**src/rtl/pipe_ctrl_pkg.sv**
```systemverilog
// pipe_ctrl_pkg: shared types and widths for the pipeline hazard controller.
package pipe_ctrl_pkg;
    localparam int REG_ADDR_W  = 5;
    localparam int STALL_CNT_W = 16;
    typedef enum logic {RUN, MEM_WAIT} state_t;
endpackage

```
**src/rtl/hazard_detect.sv**
```systemverilog
// hazard_detect: combinational load-use compare between the load in EX and the sources in ID.
module hazard_detect
    import pipe_ctrl_pkg::*;
(
    input  logic [REG_ADDR_W-1:0] rs_addr,
    input  logic [REG_ADDR_W-1:0] rt_addr,
    input  logic                  ex_mem_read,
    input  logic [REG_ADDR_W-1:0] ex_write_reg_addr,
    output logic                  load_use
);
    // $0 is hardwired zero, so a load targeting it never creates a dependency
    assign load_use = ex_mem_read && (ex_write_reg_addr != '0) &&
                      (ex_write_reg_addr == rs_addr || ex_write_reg_addr == rt_addr);
endmodule

```
**src/rtl/pipeline_hazard_ctrl.sv**
```systemverilog
// pipeline_hazard_ctrl: stall/flush control for a 5-stage pipeline with a variable-latency data memory.
// Priority: memory stall > taken branch > load-use bubble.
module pipeline_hazard_ctrl
    import pipe_ctrl_pkg::*;
(
    input  logic                   clk,
    input  logic                   rst,
    input  logic [REG_ADDR_W-1:0]  id_rs_addr,
    input  logic [REG_ADDR_W-1:0]  id_rt_addr,
    input  logic                   ex_mem_read,
    input  logic [REG_ADDR_W-1:0]  ex_write_reg_addr,
    input  logic                   mem_branch,
    input  logic                   mem_alu_zero,
    input  logic                   mem_read,
    input  logic                   mem_write,
    input  logic                   dmem_ack,
    output logic                   pc_en,
    output logic                   ifid_en,
    output logic                   idex_en,
    output logic                   exmem_en,
    output logic                   memwb_en,
    output logic                   ifid_flush,
    output logic                   idex_flush,
    output logic                   exmem_flush,
    output logic                   dmem_req,
    output logic [STALL_CNT_W-1:0] stall_cycles
);
    state_t     state, next_state;
    logic [4:0] en;
    logic [2:0] flush;
    logic       load_use;
    logic       branch_taken;

    assign branch_taken = mem_branch && mem_alu_zero;

    hazard_detect u_hazard_detect (
        .rs_addr           (id_rs_addr),
        .rt_addr           (id_rt_addr),
        .ex_mem_read       (ex_mem_read),
        .ex_write_reg_addr (ex_write_reg_addr),
        .load_use          (load_use)
    );

    always_ff @(posedge clk or posedge rst) begin
        if (rst) state <= RUN;
        else     state <= next_state;
    end

    always_comb begin
        next_state = state;
        en         = '1;
        flush      = '0;
        dmem_req   = 1'b0;
        if (rst) begin
            next_state = RUN;
            en         = '0;
            flush      = '1;
        end else if (state == MEM_WAIT) begin
            dmem_req   = 1'b1;
            en         = {5{dmem_ack}};
            next_state = dmem_ack ? RUN : MEM_WAIT;
        end else begin
            dmem_req = mem_read || mem_write;
            if (dmem_req && !dmem_ack) begin
                en         = '0;
                next_state = MEM_WAIT;
            end else if (branch_taken) begin
                flush = '1;
            end else if (load_use) begin
                en[4:3]  = 2'b00;
                flush[1] = 1'b1;
            end
        end
    end

    assign {pc_en, ifid_en, idex_en, exmem_en, memwb_en} = en;
    assign {ifid_flush, idex_flush, exmem_flush}         = flush;

    // Counts frozen-PC cycles; holds at all-ones instead of wrapping
    always_ff @(posedge clk or posedge rst) begin
        if (rst)                               stall_cycles <= '0;
        else if (!pc_en && stall_cycles != '1) stall_cycles <= stall_cycles + 1'b1;
    end
endmodule
```
**config.mk**
```make
export PLATFORM = sky130hd
export DESIGN_NAME = pipeline_hazard_ctrl
export DESIGN_NICKNAME = d
export VERILOG_FILES = /design/src/rtl/pipe_ctrl_pkg.sv /design/src/rtl/hazard_detect.sv /design/src/rtl/pipeline_hazard_ctrl.sv
export SDC_FILE = /design/constraint.sdc
export NUM_CORES = 1
export LEC_CHECK = 0
export ABC_AREA = 1
export BUFFER_PORTS_ARGS = -buffer_cell sky130_fd_sc_hd__buf_2
export CELL_PAD_IN_SITES_DETAIL_PLACEMENT = 2
export CELL_PAD_IN_SITES_GLOBAL_PLACEMENT = 2
export CORE_MARGIN = 10
export CORE_UTILIZATION = 25
export CTS_CLUSTER_DIAMETER = 100
export DETAILED_ROUTE_END_ITERATION = 16
export PLACE_DENSITY = 0.85
export SYNTH_ARGS = -nofsm -noshare
export SYNTH_HDL_FRONTEND = slang
export SYNTH_SLANG_ARGS = --single-unit
```
**constraint.sdc**
```tcl
create_clock -name clk -period 1.9 [get_ports clk]
set_input_delay 0.285 -clock clk [delete_from_list [all_inputs] [get_ports clk]]
set_output_delay 0.285 -clock clk [all_outputs]
set_load 0.02 [all_outputs]
```
# Word level (Yosys, flattened, before mapping)

Index checks and enable logic that the tools add are counted.

Register bits after elaboration: 17
Bits in read-only memories: 0
Memories: 0
Logic and storage cells: 34
Bits in writable memories: 0
Output and inout port bits: 25
Latch bits: 0
Bits of input ports: 23

Multipliers: 0
Multiplexer cells: 18
Shift-type cells: 0
Order comparisons: 0
Bitwise operators: 0
Divide/modulo/power cells: 0
Add/subtract/negate cells: 1
Reductions and logical operators: 10
Eq/ne operators: 3

Operators by type and width:

| cell                                                             | count |
|---|---|
| 16-bit by 1-bit adder with 16-bit output (second input constant) | 1 |
| 16-bit inequality test (second input constant)                   | 1 |
| 3-bit 2-to-1 mux                                                 | 4 |
| 5-bit equality test                                              | 2 |
| 5-bit 2-to-1 mux                                                 | 2 |
| 1-bit 2-to-1 mux                                                 | 9 |
| 2-bit 2-to-1 mux                                                 | 3 |
| 1-bit logical AND                                                | 5 |
| 5-bit nonzero test                                               | 1 |
| 1-bit zero test                                                  | 2 |
| 1-bit logical OR                                                 | 2 |

# Longest topological paths before layout

Word-level depth: 10
Gate-level depth with buffers: 12

# By module

From an unflattened synthesis, not the netlist that was laid out.

Cells, all modules: 218
Area total of the unflattened synthesis: 1,360.1 um^2

Modules (own cells, without submodules):

| module               | area an instance (um^2) | instances | cells an instance | sequential area each (um^2) |
|---|---|---|---|---|
| pipeline_hazard_ctrl | 1,164.9                 | 1         | 173               | 425.4 |
| hazard_detect        | 195.2                   | 1         | 45                | 0.0 |

# Worst setup path after synthesis

No wires, ideal clock.

Path type: input to output
From: in rst
To: out pc_en
Stages on the path: 6
Data required time: 1,615 ps
Data arrival time: 1,730 ps
Path slack: -115 ps
Path through: inv_1 and2_1 nand2_2 buf_4 nand2_1 buf_4

Word-level cells in the longest chain between the ends: 1

RTL lines:

| element          | line                       | RTL |
|---|---|---|
| from (decl)      | pipeline_hazard_ctrl.sv:7  | `input logic rst,` |
| 5-bit 2-to-1 mux | pipeline_hazard_ctrl.sv:54 | `if (rst) begin` |
| to (decl)        | pipeline_hazard_ctrl.sv:17 | `output logic pc_en,` |

Every way passes these cells.

# Worst setup path in the final report

From: reg stall_cycles[1]
To: reg stall_cycles[13]

Word-level cells in the longest chain between the ends: 2
Elaborated cells on any way between the ends: 3
Those cells by class: 1 x add/sub; 1 x eq/ne; 1 x reduce/logical

RTL lines:

| element                                                                          | line                       | RTL |
|---|---|---|
| from (decl)                                                                      | pipeline_hazard_ctrl.sv:26 | `output logic [STALL_CNT_W-1:0] stall_cycles` |
| from (signal assigned)                                                           | pipeline_hazard_ctrl.sv:82 | `else if (!pc_en && stall_cycles != '1) stall_cycles <= stall_cycles + 1'b1;` |
| branches (longest 2 deep; another with 16-bit by 1-bit adder with 16-bit output) | n/a                        |  |

Parallel ways; which one is timed is not known.
A chain may end at the register's enable or synchronous reset.

==> flow_summary.ini <==
[clock_tree]
cts.clk_slew.worst_paths_ns = 0.08
clock_latency_ns = 0.26
cts_tree = built
cts_buffers = 3
cts_sinks = 17
htree_levels = 1
cts_root_buffer = clkbuf_8
post-cts-setup-buffer-count = 0
clockBufferDepth = 2

[pwr]
clkPwrFrac_pct = 23.2
swShare_pct = 41.7
peakVddDrop_mv = 0.279
pwr-share-comb_pct = 35.7
leakage_uw = 0.000954
internal-power_uw = 736
power.density_nw_per_um2 = 728
seq_power_share_pct = 41.0
switching_power_uw = 527

[global_routing]
grt_max_degree = 15
grt_first_pass_wirelength_um = 8450
antenna_found_initial = 0
overflow = 0
track_usage_pct = 11.7
grt_pass1_vias = 1690

[floorplan]
io_pins = 48
start_util_pct = 26.2
die_x_um = 93.8
die_area_sq_um = 8800
die_h_um = 93.8
core_sq_um = 5200
rows = 26

[critical_path]
criticalPathCategory = reg -> reg
crit_path_end_kind = register
ff2ff_path_depth = 10
timing.rr.end = stall_cycles[13]$_DFFE_PP0P_
cpMostUsedCell = nand2_1
slowest_stage = dfrtp_1
timing.critical_path.arrival_ns = 2.00
cp_num_buf_inv = 0
cpPeakStageDelay_ns = 0.42
worst_ep_required_time_ns = 2.06
crit_family = simple AND/OR/NAND/NOR gates
start_kind = register
crit_chain = ha_1, nand3_2, nor2_2, nand2_2, nor2_4, nand2_8, nand2_1, nor2_1, nand4_1, nand2_1
ff2ff_setup_slack_ns = 0.06
critPathMaxFanout = 14
r2r-start = stall_cycles[1]$_DFFE_PP0P_

[timing]
fmax_ghz = 0.544
maxSlewViolCount = 0
setup_viol_count_final = 0
worst_pin_slew_ns = 0.372
fin_skew_ns = 0.00521
slew_headroom_pct = 75.1
final.setup.worst_slack_ns = 0.0612
period_share_pct = 96.8
hold_viol = 0
final.min_clock_period_ns = 1.84

[drt]
vias_per_cell = 4.74
drtIter0Drc = 49
ant_nets = 0
firstDrtPassIters = 4
drcViolationCount = 0
drt_wl_total_um = 5560
num_vias = 1539
wl_per_cell_um = 17.1

[layout]
diodes = 0
multi_input_area_sq_um = 772
layout_commonest_cell = nand2_1
num-fill-cells = 661
fin_nets = 280
area_growth_pct = 27.4
postLayoutCellArea_sq_um = 1730
ff_latch_area_sq_um = 425
drive_gt1_share_pct = 28.2
mostFrequentLayoutCells = nand2_1, buf_2, inv_1

[yosys]
synth-seq-cells = 17
synth_ff_type = dfrtp_1
yosysSeqAreaShare_pct = 31.3
netlist.area_leader.share_pct = 31.3
syn_area_per_cell_sq_um = 6.54
synth_area_sq_um = 1360
synth_edf_count = 0
yosys.cell_types.count = 25
synth_cells = 208
ys_warn_count = 0
ys_top_cells_by_area = dfrtp_1, nand2_1, nand4_1
async_flop_share_pct = 100
syn-num-nets = 232
yosysTopAreaCell = dfrtp_1

[flow_run]
maxCapViolCount = 0

[place]
place.gp.congestion = 0.804
place_ws_ns = 0.0334
io_buffers = 47
dp_hpwl_um = 4070
place_area_sq_um = 1650

[outcome]
status = complete, no violations

[min_path]
hp-class = in -> async
[layer usage]
metal  share of wire [%]  global-route usage (%)  vias to the layer above  routed length [um]
li1                    -                       -                      744                   -
met1                  40                    13.3                      753                2200
met2                  54                    21.1                       34                2990
met3                 4.8                    2.48                        8                 268
met4                 1.7                    3.67                        0                  97
met5                   0                       0                        -                   0
[cells by family (layout without fill, tap and decap cells)]
kind of cell,count (synthesis),in the layout,share of synthesized area (%)
buf+inv,41,88,13.9
xor+xnor,10,10,6.43
compound gates,5,5,2.11
simple gates,134,134,45.4
fa+ha+maj,1,1,0.919
flops,17,17,31.3
[stage by stage]
stage	util (%)	hold WS [ns]	TNS [ns]	std cells	total power (uW)
floorplan	-	0.128	0	208	797
global placement	31.8	0.221	0	320	952
detailed placement	31.8	0.227	0	320	974
CTS	32.8	0.134	0	325	1270
global route	33.3	0.176	-0.278	325	1350
finish	33.3	0.137	0	325	1260
[area by class of cell]
cell class	instances	area share, %
inverter	31	6.93
clock inverter	1	0.289
sequential	17	24.5
timing repair buffer	53	16.3
tap	70	5.05
clock buffer	3	2.38
multi-input combinational	150	44.5
[worst min-delay path, stage by stage]
cell        delay (ns)
buf_2             0.13
clkinvlp_4        0.10
buf_4             0.25
[flip-flops by register name, summed over array words and instances, names as in the netlist]
register      count
state             1
stall_cycles     16
[how the worst max path moves through the flow]
stage,end,slack [ns],from,depth (start not counted)
final,stall_cycles[13]$_DFFE_PP0P_,0.06,stall_cycles[1]$_DFFE_PP0P_,10
after detailed placement,stall_cycles[13]$_DFFE_PP0P_,0.03,stall_cycles[0]$_DFFE_PP0P_,11
after global routing,stall_cycles[15]$_DFFE_PP0P_,-0.05,stall_cycles[0]$_DFFE_PP0P_,11
after global placement,stall_cycles[10]$_DFFE_PP0P_,0.18,stall_cycles[0]$_DFFE_PP0P_,9
after floorplan,pc_en,0.03,rst,6
after CTS,stall_cycles[13]$_DFFE_PP0P_,0.003,stall_cycles[0]$_DFFE_PP0P_,11
[cell usage after synthesis (5+ instances only)]
cell      n
buf_4     7
xor2_1    5
nand4_1  18
nor2_1   18
inv_1    28
nand3_1  11
nand2_1  74
xnor2_1   5
dfrtp_1  17
[power by group through the flow]
stage	clock, uW	sequential (uW)	combinational, uW
global placement	0	518	434
CTS	296	520	455
floorplan	0	569	228
finish	294	518	451
detailed placement	0	524	450
global route	313	530	511
[repair_timing]
item	CTS	global route
hold endpoints to repair	4	0
resized for setup	0	6
setup endpoints to repair	0	18
hold buffers	1	0
No activity file was read; power rests on OpenSTA's default activity.
